### src/rtl/riscv_regfile_mp_pkg.sv
// Shared definitions for the multi-port register file: read-mode encodings
// and a small helper used when deciding whether a register index is hardwired.
package riscv_regfile_mp_pkg;

  localparam int RF_READ_COMB = 0;
  localparam int RF_READ_REG  = 1;

  function automatic logic is_zero_idx(input int unsigned zero_reg, input logic [31:0] idx);
    return (zero_reg != 0) && (idx == 32'd0);
  endfunction

endpackage

### src/rtl/riscv_regfile_rdmux.sv
// Per-read-port selector: stored value, optionally overridden by a same-cycle
// write (highest write port wins), then forced to 0 for a hardwired x0.
module riscv_regfile_rdmux
  import riscv_regfile_mp_pkg::*;
#(
  parameter int WIDTH    = 32,
  parameter int AW       = 5,
  parameter int NWR      = 1,
  parameter int BYPASS   = 1,
  parameter int ZERO_REG = 1
) (
  input  logic [AW-1:0]        raddr,
  input  logic [WIDTH-1:0]     stored,
  input  logic [NWR-1:0]       we,
  input  logic [NWR*AW-1:0]    waddr,
  input  logic [NWR*WIDTH-1:0] wdata,
  output logic [WIDTH-1:0]     data
);

  logic             byp_hit;
  logic [WIDTH-1:0] byp_val;
  logic [31:0]      raddr_ext;

  assign raddr_ext = 32'(raddr);

  // Later ports overwrite earlier matches, giving the highest index priority.
  always_comb begin
    byp_hit = 1'b0;
    byp_val = '0;
    for (int i = 0; i < NWR; i++) begin
      if (we[i] && (waddr[i*AW +: AW] == raddr)) begin
        byp_hit = 1'b1;
        byp_val = wdata[i*WIDTH +: WIDTH];
      end
    end
  end

  always_comb begin
    data = stored;
    if ((BYPASS != 0) && byp_hit) data = byp_val;
    if (is_zero_idx(ZERO_REG, raddr_ext)) data = '0;
  end

endmodule

### src/rtl/riscv_regfile_mp.sv
// Parametrised multi-port register file with optional hardwired x0,
// write-to-read bypass and either combinational or registered (stallable) reads.
module riscv_regfile_mp
  import riscv_regfile_mp_pkg::*;
#(
  parameter int WIDTH     = 32,
  parameter int NREGS     = 32,
  parameter int AW        = $clog2(NREGS),
  parameter int NRD       = 2,
  parameter int NWR       = 1,
  parameter int READ_MODE = RF_READ_COMB,
  parameter int BYPASS    = 1,
  parameter int ZERO_REG  = 1
) (
  input  logic                 clk,
  input  logic                 rst,
  input  logic [NWR-1:0]       we,
  input  logic [NWR*AW-1:0]    waddr,
  input  logic [NWR*WIDTH-1:0] wdata,
  input  logic                 rd_en,
  input  logic [NRD*AW-1:0]    raddr,
  output logic [NRD*WIDTH-1:0] rdata
);

  logic [WIDTH-1:0]     regs [NREGS];
  logic [NRD*WIDTH-1:0] rd_next;

  // Ports are applied in index order so the higher port wins on a collision.
  always_ff @(posedge clk or posedge rst) begin
    if (rst) begin
      for (int r = 0; r < NREGS; r++) regs[r] <= '0;
    end else begin
      for (int i = 0; i < NWR; i++) begin
        if (we[i] && !is_zero_idx(ZERO_REG, 32'(waddr[i*AW +: AW])))
          regs[waddr[i*AW +: AW]] <= wdata[i*WIDTH +: WIDTH];
      end
    end
  end

  for (genvar j = 0; j < NRD; j++) begin : g_rd
    riscv_regfile_rdmux #(
      .WIDTH    (WIDTH),
      .AW       (AW),
      .NWR      (NWR),
      .BYPASS   (BYPASS),
      .ZERO_REG (ZERO_REG)
    ) u_rdmux (
      .raddr  (raddr[j*AW +: AW]),
      .stored (regs[raddr[j*AW +: AW]]),
      .we     (we),
      .waddr  (waddr),
      .wdata  (wdata),
      .data   (rd_next[j*WIDTH +: WIDTH])
    );
  end

  if (READ_MODE == RF_READ_REG) begin : g_rd_reg
    // rd_en low is a pipeline stall: the captured operands are held.
    always_ff @(posedge clk or posedge rst) begin
      if (rst)        rdata <= '0;
      else if (rd_en) rdata <= rd_next;
    end
  end else begin : g_rd_comb
    logic unused_rd_en;
    assign unused_rd_en = rd_en;
    assign rdata = rd_next;
  end

endmodule

### config.mk
export PLATFORM = sky130hd
export DESIGN_NAME = riscv_regfile_mp
export DESIGN_NICKNAME = d
export VERILOG_FILES = /design/src/rtl/riscv_regfile_mp_pkg.sv /design/src/rtl/riscv_regfile_rdmux.sv /design/src/rtl/riscv_regfile_mp.sv
export SDC_FILE = /design/constraint.sdc
export NUM_CORES = 2
export LEC_CHECK = 0
export ABC_AREA = 1
export ABC_CLOCK_PERIOD_IN_PS = 82200
export CAP_MARGIN = 30
export CORE_UTILIZATION = 45
export CTS_CLUSTER_DIAMETER = 120
export DETAILED_ROUTE_END_ITERATION = 16
export RECOVER_POWER = 50
export SYNTH_ARGS = -nofsm -noshare
export SYNTH_HDL_FRONTEND = slang
export SYNTH_SLANG_ARGS = --single-unit
### constraint.sdc
create_clock -name clk -period 82.2 [get_ports clk]
set_clock_uncertainty 0.15 [all_clocks]
set_input_delay 12.33 -clock clk [delete_from_list [all_inputs] [get_ports clk]]
set_output_delay 12.33 -clock clk [all_outputs]
set_load 0.05 [all_outputs]
-- Word-level counts from Yosys, hierarchy flattened
Index checks and enable logic that the tools add are counted.
W data, S select, Z words.
- equal/unequal tests: 2
- order comparisons: 4
- reductions and logical operators: 8
- mux-type cells: 17
- bitwise gates (word level): 3
- operators with widths (operator ; number):
    $bwmux W1024 ; 1
    $mux W32 ; 11
    $bmux W32 S5 ; 2
    $demux W32 S5 ; 1
    $logic_not A32 Y1 ; 2
    $ge A6 B6 Y1 const B ; 3
    $not A5 Y6 ; 3
    $eq A5 B5 Y1 ; 2
    $lt A6 B1 Y1 const B ; 1
    $logic_not A5 Y1 ; 1
    $logic_and A1 B1 Y1 ; 4
    $mux W1 ; 2
    $logic_not A1 Y1 ; 1
- output and inout port bits: 64
- flip-flop bits (word level): 1024
- input port bits: 51

-- Longest topological paths before layout
- word-level depth: 6
- mapped depth: 13
- mapped depth without buffers: 10

-- Cells and area by module
From an unflattened synthesis, not the netlist that was laid out.
- cells, all modules: 8670
- area, all modules: 57993.1 um^2
- modules (own cells, without submodules) (module ; cells each ; instances ; seq. area each (um^2) ; area an instance (um^2)):
    riscv_regfile_mp ; 8272 ; 1 ; 25624.6 ; 56356.6
    riscv_regfile_rdmux ; 199 ; 2 ; 0.0 ; 818.3

-- Worst setup path before layout
Ideal clock, no wire load.
- kind: input -> output
- start point: in waddr[3]
- end point: out rdata[34]
- required time: 69.720 ns
- arrival time: 14.286 ns
- setup slack: 55.434 ns
- stages on the path: 8
- path buffers: 2
- path through: buf_4 -> clkinv_1 -> o22ai_1 -> nor2_1 -> nand3_2 -> clkbuf_1 -> o21ai_0 -> a21oi_1
- cells in the longest elaborated chain, start to end: 5
- RTL lines (what ; RTL line ; source):
    start: declaration ; riscv_regfile_mp.sv:18 ; input logic [NWR*AW-1:0] waddr,
    $eq A5 B5 Y1 (*) ; riscv_regfile_rdmux.sv:31 ; if (we[i] && (waddr[i*AW +: AW] == raddr)) begin
    $logic_and A1 B1 Y1 (*) ; riscv_regfile_rdmux.sv:31 ;
    $mux W32 / $mux W1 (equally long branches) ; riscv_regfile_rdmux.sv:31 ;
    $mux W32 (*) ; riscv_regfile_rdmux.sv:40 ; if ((BYPASS != 0) && byp_hit) data = byp_val;
    $mux W32 (*) ; riscv_regfile_rdmux.sv:41 ; if (is_zero_idx(ZERO_REG, raddr_ext)) data = '0;
    end: declaration ; riscv_regfile_mp.sv:22 ; output logic [NRD*WIDTH-1:0] rdata
Mark *: on every way between the ends. The rest lies on a longest branch, timed or not.

-- Worst setup path in the final report
- start point: in raddr[5]
- end point: out rdata[47]
- cells in the longest elaborated chain, start to end: 6
- RTL lines (what ; RTL line ; source):
    start: declaration ; riscv_regfile_mp.sv:21 ; input logic [NRD*AW-1:0] raddr,
    $not A5 Y6 (implied by the code) ; riscv_regfile_mp.sv:49 ; .stored (regs[raddr[j*AW +: AW]]),
    $bmux W32 S5 ; riscv_regfile_mp.sv:49 ;
    $mux W32 (implied by the code) (2 in a row) ; riscv_regfile_mp.sv:49 ;
    $mux W32 ; riscv_regfile_rdmux.sv:40 ;
    $mux W32 (*) ; riscv_regfile_rdmux.sv:41 ;
Mark *: on every way between the ends. The rest lies on a longest branch, timed or not. The select of a mux whose other input is x is not followed.

==> summary.md <==
| Metric | Value |
|---|---|
| GRT Residual Overflow | 0 |
| Violated checks | capacitance limit, slew limit |
| Worst path arrival time | 18,340 ps |
| Met3 WL | 30.9 mm |
| Routed wire length | 241 mm |
| Post-Layout Inst Area | 64,800 µm² |
| # rows | 132 |
| Combinational power share | 22.3% |
| Synth Cell Area | 59,400 µm² |
| CTS tree | yes |
| Switching share of total power | 33.1% |
| Worst hold path type | reg -> reg |
| Endpoints failing hold | 0 |
| Clk network pwr share | 35.3% |
| Fmax | 32.4 MHz |
| Slew @ Worst Pin | 8620 ps |
| Via density | 5.85 |
| RSZ-0062 raised after global routing | no |
| Synth warn | 0 |
| Antenna violations before repair | 11 |
| Largest register by flop count | regs |
| VDD IR max | 0.0000170 V |
| P_sw | 508 µW |
| Io pins | 115 |
| Post-CTS setup buffer count | 0 |
| Slew HR | -475% |
| TritonCTS buffer count | 118 |
| Clock transition at path regs | 60 ps |
| DRC | 0 |
| Distinct cells, synth | 24 |
| Final worst path period share | 37.5% |
| GR Util All Layers | 35.9% |
| Status | complete, but fails checks |
| CP required | 69,720 ps |
| Max Slew Vio Count | 1,656 |
| Top post-synthesis cells by area | dfrtp_1 (43%), nand2_1 (18%), nand3_1 (11%) |
| Share of the synthesized area in the top cell type | 43.1% |
| Setup crit start | raddr[5] |
| Dpl hpwl | 129 mm |
| Largest regs | regs (1024) |
| Minimum clock period | 30,820 ps |
| Max Used Layer | met4 |
| WHS | 225 ps |
| Clock tree buffer depth | 3 |
| Synth area leader | dfrtp_1 |
| PortBufs | 113 |
| Leak Pwr | 0.0320 µW |
| Non-filler cells, final | 10,200 |
| Synth Register Bits | 1,024 |
| Largest net degree at the start of global routing | 157 |
| Initial Utilization | 45.6% |
| # resized after CTS | 0 |
| Met2 wire len | 98.8 mm |
| Total die area | 133,000 µm² |
| DRT met1 WL | 99.8 mm |
| Power per cell area | 23.6 nW/µm² |
| Avg Cell Area, Syn | 6.75 µm² |
| Most common library cells after synthesis | nand2_1 (2,828), nand3_1 (1,352), o21ai_0 (1,117) |
| Worst setup EP type | primary output |
| Startpoint Class | primary input |
| Detail Route Antenna Nets | 0 |
| DRT Pass-1 Iters | 7 |
| # setup viols final | 0 |
| Share of cells above drive strength 1 | 4.43% |
| Die width | 365 µm |
| Max-cap violation count | 36 |
| Area delta synth->final | 9.09% |
| Area of the multi-input gates | 27,300 µm² |
| GPL Wtd Cong | 0.851 |
| Top_reg_cell synth | dfrtp_1 |
| Pre-CTS setup slack | 51,800 ps |
| Post-synth EDFFs | 0 |
| DR iter-0 viols | 8,616 |
| FF/Latch Area | 25,600 µm² |
| Post-DR wirelength/cell | 23.5 µm |
| Final TNS setup | 0 ps |
| Dpl cells | 10,000 |
| Net count after synthesis | 8,850 |
| Die height | 365 µm |
| Flip-flop count of the largest register after layout | 1,024 |
| Clock Sinks | 1,024 |
| Core area | 130,000 µm² |
| Sequential share of the synthesized area | 43.1% |
| Via count | 59,900 |
| Setup Crit Path Kind | in -> out |
| Hold buffer count at cts | 0 |
| Setup ws final | 51,380 ps |
| Power share of the sequential group | 42.4% |
| Internal Power | 1020 µW |
| # fillers | 13,200 |
| NumNets Final | 8,443 |
| Skew-Pair Late Insertion Delay | 740 ps |
| First-pass GRT wire length | 356 mm |
| Hold Startpoint | regs[1022] |
| FFs w/ async S/R, synth | 100% |
| Top-count cell post-synth | nand2_1 |
| Crit Path Max Fanout | 155 |
| Vias in the first global route | 54,400 |
| H-tree lvl count | 3 |
| CTS root buf | clkbuf_16 |
| Area after DPL | 61,300 µm² |
| Mapped Cells | 8,799 |
| RR Startpoint | regs[560] |
-- cells in the final DEF, fill, tap and decap left out, drive strengths merged, types with 3 or more instances in the layout --
cell / Yosys / final
o21ai: 1164 / 1164
clkdlybuf4s50: 0 / 98
nor2: 305 / 305
bufinv: 0 / 3
o211ai: 237 / 237
clkbuf: 645 / 210
nor3: 11 / 11
dfrtp: 1024 / 1024
clkinv: 2 / 29
nand2: 2849 / 2849
nand3: 1353 / 1353
a21oi: 125 / 125
diode: 0 / 3
or2: 47 / 47
buf: 118 / 112
o22ai: 6 / 6
dlygate4sd3: 0 / 5
inv: 908 / 908
-- power groups by stage --
stage	clock, µW	sequential [µW]	combinational, µW
floorplan	0	646	250
global placement	0	652	328
detailed placement	0	654	337
CTS	546	646	338
global route	565	660	388
finish	541	649	342
-- stage by stage --
step           utilization (%)  total power [µW]
2_1_floorplan                -               896
3_3_place_gp              46.8               980
3_5_place_dp              47.1               991
4_1_cts                   50.1              1530
5_1_grt                   49.8              1610
6_report                  49.8              1530
-- per-layer routing --
layer / track usage (%) / vias up
li1: - / 27300
met1: 50.7 / 28300
met2: 51.8 / 3607
met3: 8.95 / 685
met4: 15.4 / 0
met5: 0 / -
-- cell families after synthesis --
family                 count (synthesis)  share of synthesized area, %
AO/OA/AOI/OAI                       1532                          13.9
XOR/XNOR                               1                        0.0148
buffers and inverters               1673                          10.7
flip-flops                          1024                          43.1
AND/OR/NAND/NOR                     4569                          32.2
-- worst paths after layout --
kind | end | slack (ps) | cells after the start
setup / recovery | rdata[47] | 51380 | 14
hold / removal | regs[1022] | 230 | 0
setup reg to reg | regs[560] | 81140 | 2
hold reg to reg | regs[1022] | 230 | 0
max in group asynchronous | regs[279] | 55440 | 5
min in group asynchronous | regs[96] | 13420 | 2
-- worst max-delay path, stage by stage --
cell and delay [ps]:
buf_8 410, buf_12 460, buf_4 690, buf_4 790, buf_4 810, nor2_1 90
nor2_1 120, nand2_1 60, nand3_1 80, nand3_1 80, nand3_1 140, nand2_1 100
a21oi_1 530, clkdlybuf4s50_1 980
-- final cells by class --
cell class	count	share of cell area, %
Tap cell	1742	3.36
Inverter	910	5.34
Multi-Input combinational cell	6102	42.2
Sequential cell	1024	39.6
Clock buffer	189	5.72
Clock inverter	31	0.402
Antenna cell	3	0.0116
Timing Repair Buffer	236	3.42
Note: power is estimated with default switching activity, not from simulation.
